[src/rtl/sample_stats.sv]
// Purpose : per-channel windowed mean (dc) and high-magnitude fraction (mag) over 2^LOG2N valid samples.
// Latency : results appear one clock after the sample that completes the window; stats_valid pulses for that one cycle.
// Backpress: none; every x_valid sample is consumed, and x_valid=0 cycles leave the window state untouched.
//
// Ports:
//   clk, rst_n        clock (rising edge) and asynchronous active-low reset
//   x, x_valid        NCH packed W-bit two's-complement samples, channel c at x[c*W +: W]
//   thresh            unsigned magnitude threshold shared by all channels
//   clear             synchronous window restart; discards the partial window and beats a coincident publish
//   dc, mag           per-channel published mean (FRAC fractional bits) and saturated high-sample fraction
//   stats_valid       one-cycle pulse following each publish
//   frame             publish counter, wraps 255 -> 0
module sample_stats #(
  parameter int NCH   = 2,
  parameter int W     = 8,
  parameter int LOG2N = 19,
  parameter int FRAC  = 3,
  parameter int HW    = 8
) (
  input  logic                    clk,
  input  logic                    rst_n,
  input  logic [NCH*W-1:0]        x,
  input  logic                    x_valid,
  input  logic [W-2:0]            thresh,
  input  logic                    clear,
  output logic [NCH*(W+FRAC)-1:0] dc,
  output logic [NCH*HW-1:0]       mag,
  output logic                    stats_valid,
  output logic [7:0]              frame
);

  localparam int AW = W + LOG2N;  // accumulator width, cannot overflow over one window
  localparam int DW = W + FRAC;   // published mean width

  logic [LOG2N-1:0] cnt;
  logic             publish;

  // The completing sample is the valid one seen while the counter is all ones;
  // a simultaneous clear suppresses the publish entirely.
  assign publish = x_valid && !clear && (cnt == {LOG2N{1'b1}});

  always_ff @(posedge clk or negedge rst_n) begin
    if (!rst_n) begin
      cnt         <= '0;
      frame       <= '0;
      stats_valid <= 1'b0;
    end else begin
      stats_valid <= publish;
      if (clear) begin
        cnt <= '0;
      end else if (x_valid) begin
        // Wraps to zero naturally on the completing sample.
        cnt <= cnt + LOG2N'(1);
      end
      if (publish) begin
        frame <= frame + 8'd1;
      end
    end
  end

  for (genvar c = 0; c < NCH; c++) begin : g_ch
    logic signed [W-1:0]  xs;
    logic signed [W:0]    xe;
    logic signed [W:0]    te;
    logic                 high;
    logic signed [AW-1:0] acc;
    logic signed [AW-1:0] sum;
    logic [LOG2N:0]       hcnt;
    logic [LOG2N:0]       hnext;
    logic [LOG2N:0]       hsh;
    logic [HW-1:0]        mag_next;
    logic [DW-1:0]        dc_r;
    logic [HW-1:0]        mag_r;
    logic                 unused_sum;

    assign xs = x[c*W +: W];

    // One extra bit lets -thresh and the most-negative code coexist exactly.
    assign xe   = {xs[W-1], xs};
    assign te   = {2'b00, thresh};
    assign high = (xe >= te) || (xe <= -te);

    // sum and hnext already include the current sample, so a publish
    // captures the completing sample without an extra cycle.
    assign sum   = acc + {{LOG2N{xs[W-1]}}, xs};
    assign hnext = hcnt + {{LOG2N{1'b0}}, high};

    // An all-high window reaches 2^LOG2N, one past the HW-bit range.
    assign hsh      = hnext >> (LOG2N - HW);
    assign mag_next = (|hsh[LOG2N:HW]) ? {HW{1'b1}} : hsh[HW-1:0];

    // The bits below the kept fraction are intentionally dropped (floor).
    assign unused_sum = ^sum;

    always_ff @(posedge clk or negedge rst_n) begin
      if (!rst_n) begin
        acc   <= '0;
        hcnt  <= '0;
        dc_r  <= '0;
        mag_r <= '0;
      end else begin
        if (clear) begin
          acc  <= '0;
          hcnt <= '0;
        end else if (x_valid) begin
          if (publish) begin
            acc  <= '0;
            hcnt <= '0;
          end else begin
            acc  <= sum;
            hcnt <= hnext;
          end
        end
        if (publish) begin
          dc_r  <= sum[AW-1 -: DW];
          mag_r <= mag_next;
        end
      end
    end

    assign dc[c*DW +: DW] = dc_r;
    assign mag[c*HW +: HW] = mag_r;
  end

endmodule

[config.mk]
export PLATFORM = sky130hd
export DESIGN_NAME = sample_stats
export DESIGN_NICKNAME = d
export VERILOG_FILES = /design/src/rtl/sample_stats.sv
export SDC_FILE = /design/constraint.sdc
export NUM_CORES = 1
export LEC_CHECK = 0
export BUFFER_PORTS_ARGS = -buffer_cell sky130_fd_sc_hd__buf_4
export CORE_UTILIZATION = 40
export DETAILED_ROUTE_END_ITERATION = 10
export PLACE_DENSITY = 0.66
export SETUP_SLACK_MARGIN = 0.5
export SLEW_MARGIN = 20
export SYNTH_ARGS = -nofsm -noshare
export SYNTH_HDL_FRONTEND = slang
export SYNTH_SLANG_ARGS = --single-unit
[constraint.sdc]
create_clock -name clk -period 6.4 [get_ports clk]
set_input_delay 1.28 -clock clk [delete_from_list [all_inputs] [get_ports clk]]
set_output_delay 1.28 -clock clk [all_outputs]
set_load 0.03 [all_outputs]
Yosys cells after proc, flatten, opt, wreduce, memory -nomap -nowiden
Cells that the tools add are included.
- word-level logic and storage cells: 45
- output and inout port bits: 47
- input port bits: 27
- register bits: 160
- $lt $le $gt $ge: 4
- equal/unequal tests: 1
- add/sub/neg operators: 7
- muxes and demuxes: 16
- reduce and logical (&&, ||, !) cells: 6
- operators with widths (cell ; count):
    $mux W27 ; 6
    $mux W20 ; 6
    $add A27 B27 Y27 ; 2
    $add A20 B1 Y20 ; 2
    $mux W19 ; 2
    $add A19 B1 Y19 const B ; 1
    $eq A19 B19 Y1 const B ; 1
    $le A8 B9 Y1 ; 2
    $ge A8 B8 Y1 ; 2
    $mux W8 ; 2
    $neg A7 Y9 ; 1
    $add A8 B1 Y8 const B ; 1
    $logic_and A1 B1 Y1 ; 2
    $logic_or A1 B1 Y1 ; 2
    $reduce_bool A2 Y1 ; 1
    $logic_not A1 Y1 ; 1

Longest topological paths before layout
- word-level depth: 7
- mapped depth: 25
- depth with buffers taken out: 25

Worst setup path after synthesis
No wires, ideal clock.
- path type: input -> register
- from: in thresh[1]
- to: reg g_ch[1].mag_r[6]
- setup time: 0.129 ns
- cell stages on the path: 23
- slack: 1.267 ns
- path buffers: 0
- data required time: 6.271 ns
- arrival: 5.003 ns
- cell sequence: inv_1 -> ha_1 -> xor2_1 -> ha_1 -> a21oi_1 -> nor2b_1 -> o21ai_0 -> nand2_1 -> maj3_1 -> maj3_1 -> nand2_1 -> a221oi_1 -> o21ai_0 -> ha_1 -> and3_1 -> and3_1 -> and3_1 -> and3_1 -> and3_1 -> and3_1 -> xor2_1 -> nor2_2 -> a21oi_1
- longest elaborated chain between the ends: 5
- elaborated cells between the ends (all ways): 6
- those cells by class: add/sub: 2; order compare: 2; mux: 1; reduce/logical: 1
- ends and longest elaborated chain (element ; line ; RTL):
    start, declared ; 24 ; input logic [W-2:0] thresh,
    $neg A7 Y9 ; 81 ; assign high = (xe >= te) || (xe <= -te);
    $le A8 B9 Y1 ; 81 ;
    $logic_or A1 B1 Y1 (*) ; 81 ;
    $add A20 B1 Y20 (*) ; 86 ; assign hnext = hcnt + {{LOG2N{1'b0}}, high};
    $mux W8 (*) ; 90 ; assign mag_next = (|hsh[LOG2N:HW]) ? {HW{1'b1}} : hsh[HW-1:0];
    end signal, assigned ; 116 ; mag_r <= mag_next;
    end, declared ; 73 ; logic [HW-1:0] mag_r;
Every way passes the cells marked *; elsewhere a longest branch is shown, timed or not.
A chain may end at the register's enable or synchronous reset.

Final worst setup path
- from: in thresh[1]
- to: reg g_ch[0].mag_r[5]
- longest elaborated chain between the ends: 5
- elaborated cells between the ends (all ways): 6
- those cells by class: add/sub: 2; order compare: 2; mux: 1; reduce/logical: 1
- ends and longest elaborated chain (element ; line):
    $neg A7 Y9 ; 81
    $le A8 B9 Y1 ; 81
    $logic_or A1 B1 Y1 (*) ; 81
    $add A20 B1 Y20 (*) ; 86
    $mux W8 (*) ; 90
    end signal, assigned ; 116
    end, declared ; 73
Marks and branches as above.

==> impl_metrics.env <==
export IMPL_first_global_vias=8122
export IMPL_io_buffers=73
export IMPL_detail_route_first_pass_iterations=5
export IMPL_slowest_cell_on_crit_path="sky130_fd_sc_hd__nor3_1"
export IMPL_ff_latch_area_um2=4000
export IMPL_timing_worst_slew_pin_value_ps=964
export IMPL_critical_path_class="in -> reg"
export IMPL_ys_dominant_reg_cell="sky130_fd_sc_hd__dfrtp_1"
export IMPL_chipWidth_um=162
export IMPL_grt_util_all_layers=0.186
export IMPL_hp_class="reg -> reg"
export IMPL_skew_pair_late_insertion_delay_ps=430
export IMPL_finish_net_count=1294
export IMPL_period_minus_slack_ps=5350
export IMPL_row_count=58
export IMPL_synthMostInstantiatedCell="sky130_fd_sc_hd__dfrtp_1"
export IMPL_cp_slowest_stage_delay_ps=460
export IMPL_postSynthRegisterBits=160
export IMPL_cts_repair_timing_setup_buffer_count=0
export IMPL_detailroute_via_count=8261
export IMPL_synth_top_cell_by_area="sky130_fd_sc_hd__dfrtp_1"
export IMPL_run_status="finished clean"
export IMPL_ioPinCount=74
export IMPL_clkSinkCount=160
export IMPL_finalMaxSlewViolations=0
export IMPL_die_h_um=162
export IMPL_clkSlewWorstSetupHoldPaths_ps=70
export IMPL_hold_buffers=0
export IMPL_cp_data_arrival_time_ps=5650
export IMPL_crit_path_start_kind="input pin"
export IMPL_worst_clock_skew_ps=14.9
export IMPL_finalHoldViolCount=0
export IMPL_floorplan_initialDensity=0.407
export IMPL_clock_path_buffers=2
export IMPL_synth_seq_area_share=0.391
export IMPL_htree_levels=4
export IMPL_drt_wl_total_um=22900
export IMPL_layout_cells_non_filler=1523
export IMPL_place_detailed_instances=1491
export IMPL_synth_async_sr_flop_share=1.00
export IMPL_timing_fmax_ghz=0.187
export IMPL_syn_area_per_cell_um2=9.13
export IMPL_rsz0062_at_grt="no"
export IMPL_drc_errors=0
export IMPL_final_layout_size_suffix_gt1_frac=0.127
export IMPL_first_iter_violations=578
export IMPL_finalWeightedCongestion=0.832
export IMPL_irDropWorstVdd_v=0.000142
export IMPL_clock_tree_from_tritoncts="done"
export IMPL_core_region_area_um2=25100
export IMPL_grt_first_pass_wirelength_um=39500
export IMPL_clock_root_buffer="sky130_fd_sc_hd__clkbuf_16"
export IMPL_fin_tns_setup_ps=0
export IMPL_power_leakage_nw=5.62
export IMPL_cap_viol_max_count=0
export IMPL_syn_instance_count=1120
export IMPL_synth_commonest_cells="160 x sky130_fd_sc_hd__dfrtp_1, 133 x sky130_fd_sc_hd__nand2_1, 114 x sky130_fd_sc_hd__o21ai_0, 110 x sky130_fd_sc_hd__nor2_1, 85 x sky130_fd_sc_hd__ha_1"
export IMPL_antenna_found_initial=0
export IMPL_grt_overflow_total=0
export IMPL_synth_cell_area_um2=10200
export IMPL_cts_buffers_inserted=17
export IMPL_die_area_um2=26200
export IMPL_layout_filler_cells=2420
export IMPL_synth_largest_type_area_fraction=0.391
export IMPL_hpwl_um=15800
export IMPL_utilization=0.466
export IMPL_cp_max_fo=8
export IMPL_hold_ws_ps=477
export IMPL_vias_per_cell=5.42
export IMPL_crit_path_cell_trace="buf_4 > inv_1 > ha_1 > xor2_1 > ha_1 > a21oi_1 > nor2b_1 > o21ai_0 > nand2_1 > maj3_1 > maj3_1 > nand2_1 > a31oi_1 > o21ai_0 > ha_1 > and3_1 > and3_1 > nand2_1 > nor3_1 > and3_1 > xor2_1 > nor2_2 > a21oi_1"
export IMPL_ctsResizeCount=0
export IMPL_grt_max_degree=106
export IMPL_power_density_nw_per_um2=240
export IMPL_report_final_setup_viol=0
export IMPL_critPathTopFamily="simple AND/OR/NAND/NOR gates"
export IMPL_synth_edf_count=0
export IMPL_ys_warnings_count=0
export IMPL_cp_buffers_inverters=2
export IMPL_total_power_mw=2.80
export IMPL_layout_area_overhead_vs_synth_pct=14.3
export IMPL_synthTopCellsByArea="sky130_fd_sc_hd__dfrtp_1 39%, sky130_fd_sc_hd__ha_1 10%, sky130_fd_sc_hd__o21ai_0 5.6%"
export IMPL_min_period_over_period=0.836
export IMPL_slew_headroom=0.357
export IMPL_syn_nets=1234
export IMPL_multi_input_comb_area_um2=6020
export IMPL_worst_ep_required_time_ps=6690
export IMPL_wire_per_inst_um=15.1
export IMPL_n_diodes=0
export IMPL_synth_cell_type_count=67
export IMPL_antenna_violating_nets_post_route=0
export IMPL_cp_end_kind="flop"
==> worst reg2reg max path: stages, from the launching register on <==
cell	delay, ps
sky130_fd_sc_hd__dfrtp_1	400
sky130_fd_sc_hd__ha_1	180
sky130_fd_sc_hd__nand2_1	90
sky130_fd_sc_hd__nor2_2	260
sky130_fd_sc_hd__nand4_2	240
sky130_fd_sc_hd__nor2_1	330
sky130_fd_sc_hd__a21o_2	720
sky130_fd_sc_hd__buf_4	480
sky130_fd_sc_hd__nor2_1	80
sky130_fd_sc_hd__o21ai_0	220
sky130_fd_sc_hd__o21ai_0	160
==> sequential cells by signal, summed over array words and instances (netlist names) <==
name,flops
frame,8
g_ch.dc_r,22
stats_valid,1
g_ch.hcnt,40
cnt,19
g_ch.acc,54
g_ch.mag_r,16
==> cell type report <==
class,count,area share
sequential,160,0.342
tap,330,0.0353
clock buffer,18,0.0376
clock inverter,14,0.00920
inverter,21,0.00674
timing repair buffer,80,0.0536
multi-input combinational,900,0.515
==> layer usage <==
layer / vias to the layer above / track usage / share of wire
met3: 28 / 0.0386 / 0.038
met1: 3954 / 0.246 / 0.48
li1: 4140 / - / -
met2: 139 / 0.306 / 0.46
met5: - / 0 / 0
met4: 0 / 0.0549 / 0.018
==> per-stage QoR <==
stage          instance area [um2]  setup slack (ps)
5_1_grt                      11700               675
6_report                     11700              1050
2_1_floorplan                10200              1270
3_3_place_gp                 11100               675
4_1_cts                      11700              1070
3_5_place_dp                 11100               611
==> where the power goes <==
| group | total [mW] | switching [mW] | internal (mW) |
|---|---|---|---|
| Clock | 0.956 | 0.443 | 0.513 |
| Sequential | 1.10 | 0.0349 | 1.07 |
| Combinational | 0.741 | 0.434 | 0.307 |
==> cells by family (layout without fill, tap and decap cells) <==
kind of cell             count (synthesis)  in the layout  synth area share
AND/OR/NAND/NOR                        389            389             0.181
AO/OA/AOI/OAI                          312            312             0.197
flip-flops                             160            160             0.391
XOR/XNOR                                93             93            0.0796
adder cells (fa/ha/maj)                 91             91             0.112
buffers and inverters                   60            133            0.0230
multiplexers                            15             15            0.0159
==> worst paths after layout <==
kind	endpoint	slack (ps)	cells after the start	start
setup / recovery	g_ch[0].mag_r[5]	1050	23	thresh[1]
min in group asynchronous	g_ch[1].acc[3]	920	1	rst_n
hold reg to reg	g_ch[1].dc_r[1]	480	2	g_ch[1].dc_r[1]
max in group asynchronous	cnt[4]	4220	2	rst_n
setup reg to reg	g_ch[1].hcnt[9]	3100	10	cnt[0]
hold / removal	g_ch[1].dc_r[1]	480	2	g_ch[1].dc_r[1]
==> placed cells by master, fill, tap and decap left out, types with 10 or more instances in the layout <==
master                      count
sky130_fd_sc_hd__nor2b_1       10
sky130_fd_sc_hd__xnor2_1       49
sky130_fd_sc_hd__a21o_1        25
sky130_fd_sc_hd__ha_1          85
sky130_fd_sc_hd__inv_1         21
sky130_fd_sc_hd__clkbuf_16     17
sky130_fd_sc_hd__nand3_1       27
sky130_fd_sc_hd__o31ai_1       10
sky130_fd_sc_hd__a21oi_1       71
sky130_fd_sc_hd__xor2_1        44
sky130_fd_sc_hd__dfrtp_1      160
sky130_fd_sc_hd__mux2_2        10
sky130_fd_sc_hd__a22o_1        27
sky130_fd_sc_hd__nor2_1       109
sky130_fd_sc_hd__nand2_1      133
sky130_fd_sc_hd__nand2b_1      12
sky130_fd_sc_hd__a31oi_1       10
sky130_fd_sc_hd__and3_1        34
sky130_fd_sc_hd__nor3_1        13
sky130_fd_sc_hd__nand4_1       18
sky130_fd_sc_hd__o21ai_0      114
sky130_fd_sc_hd__buf_4         78
(Power assumes the default switching activity.)
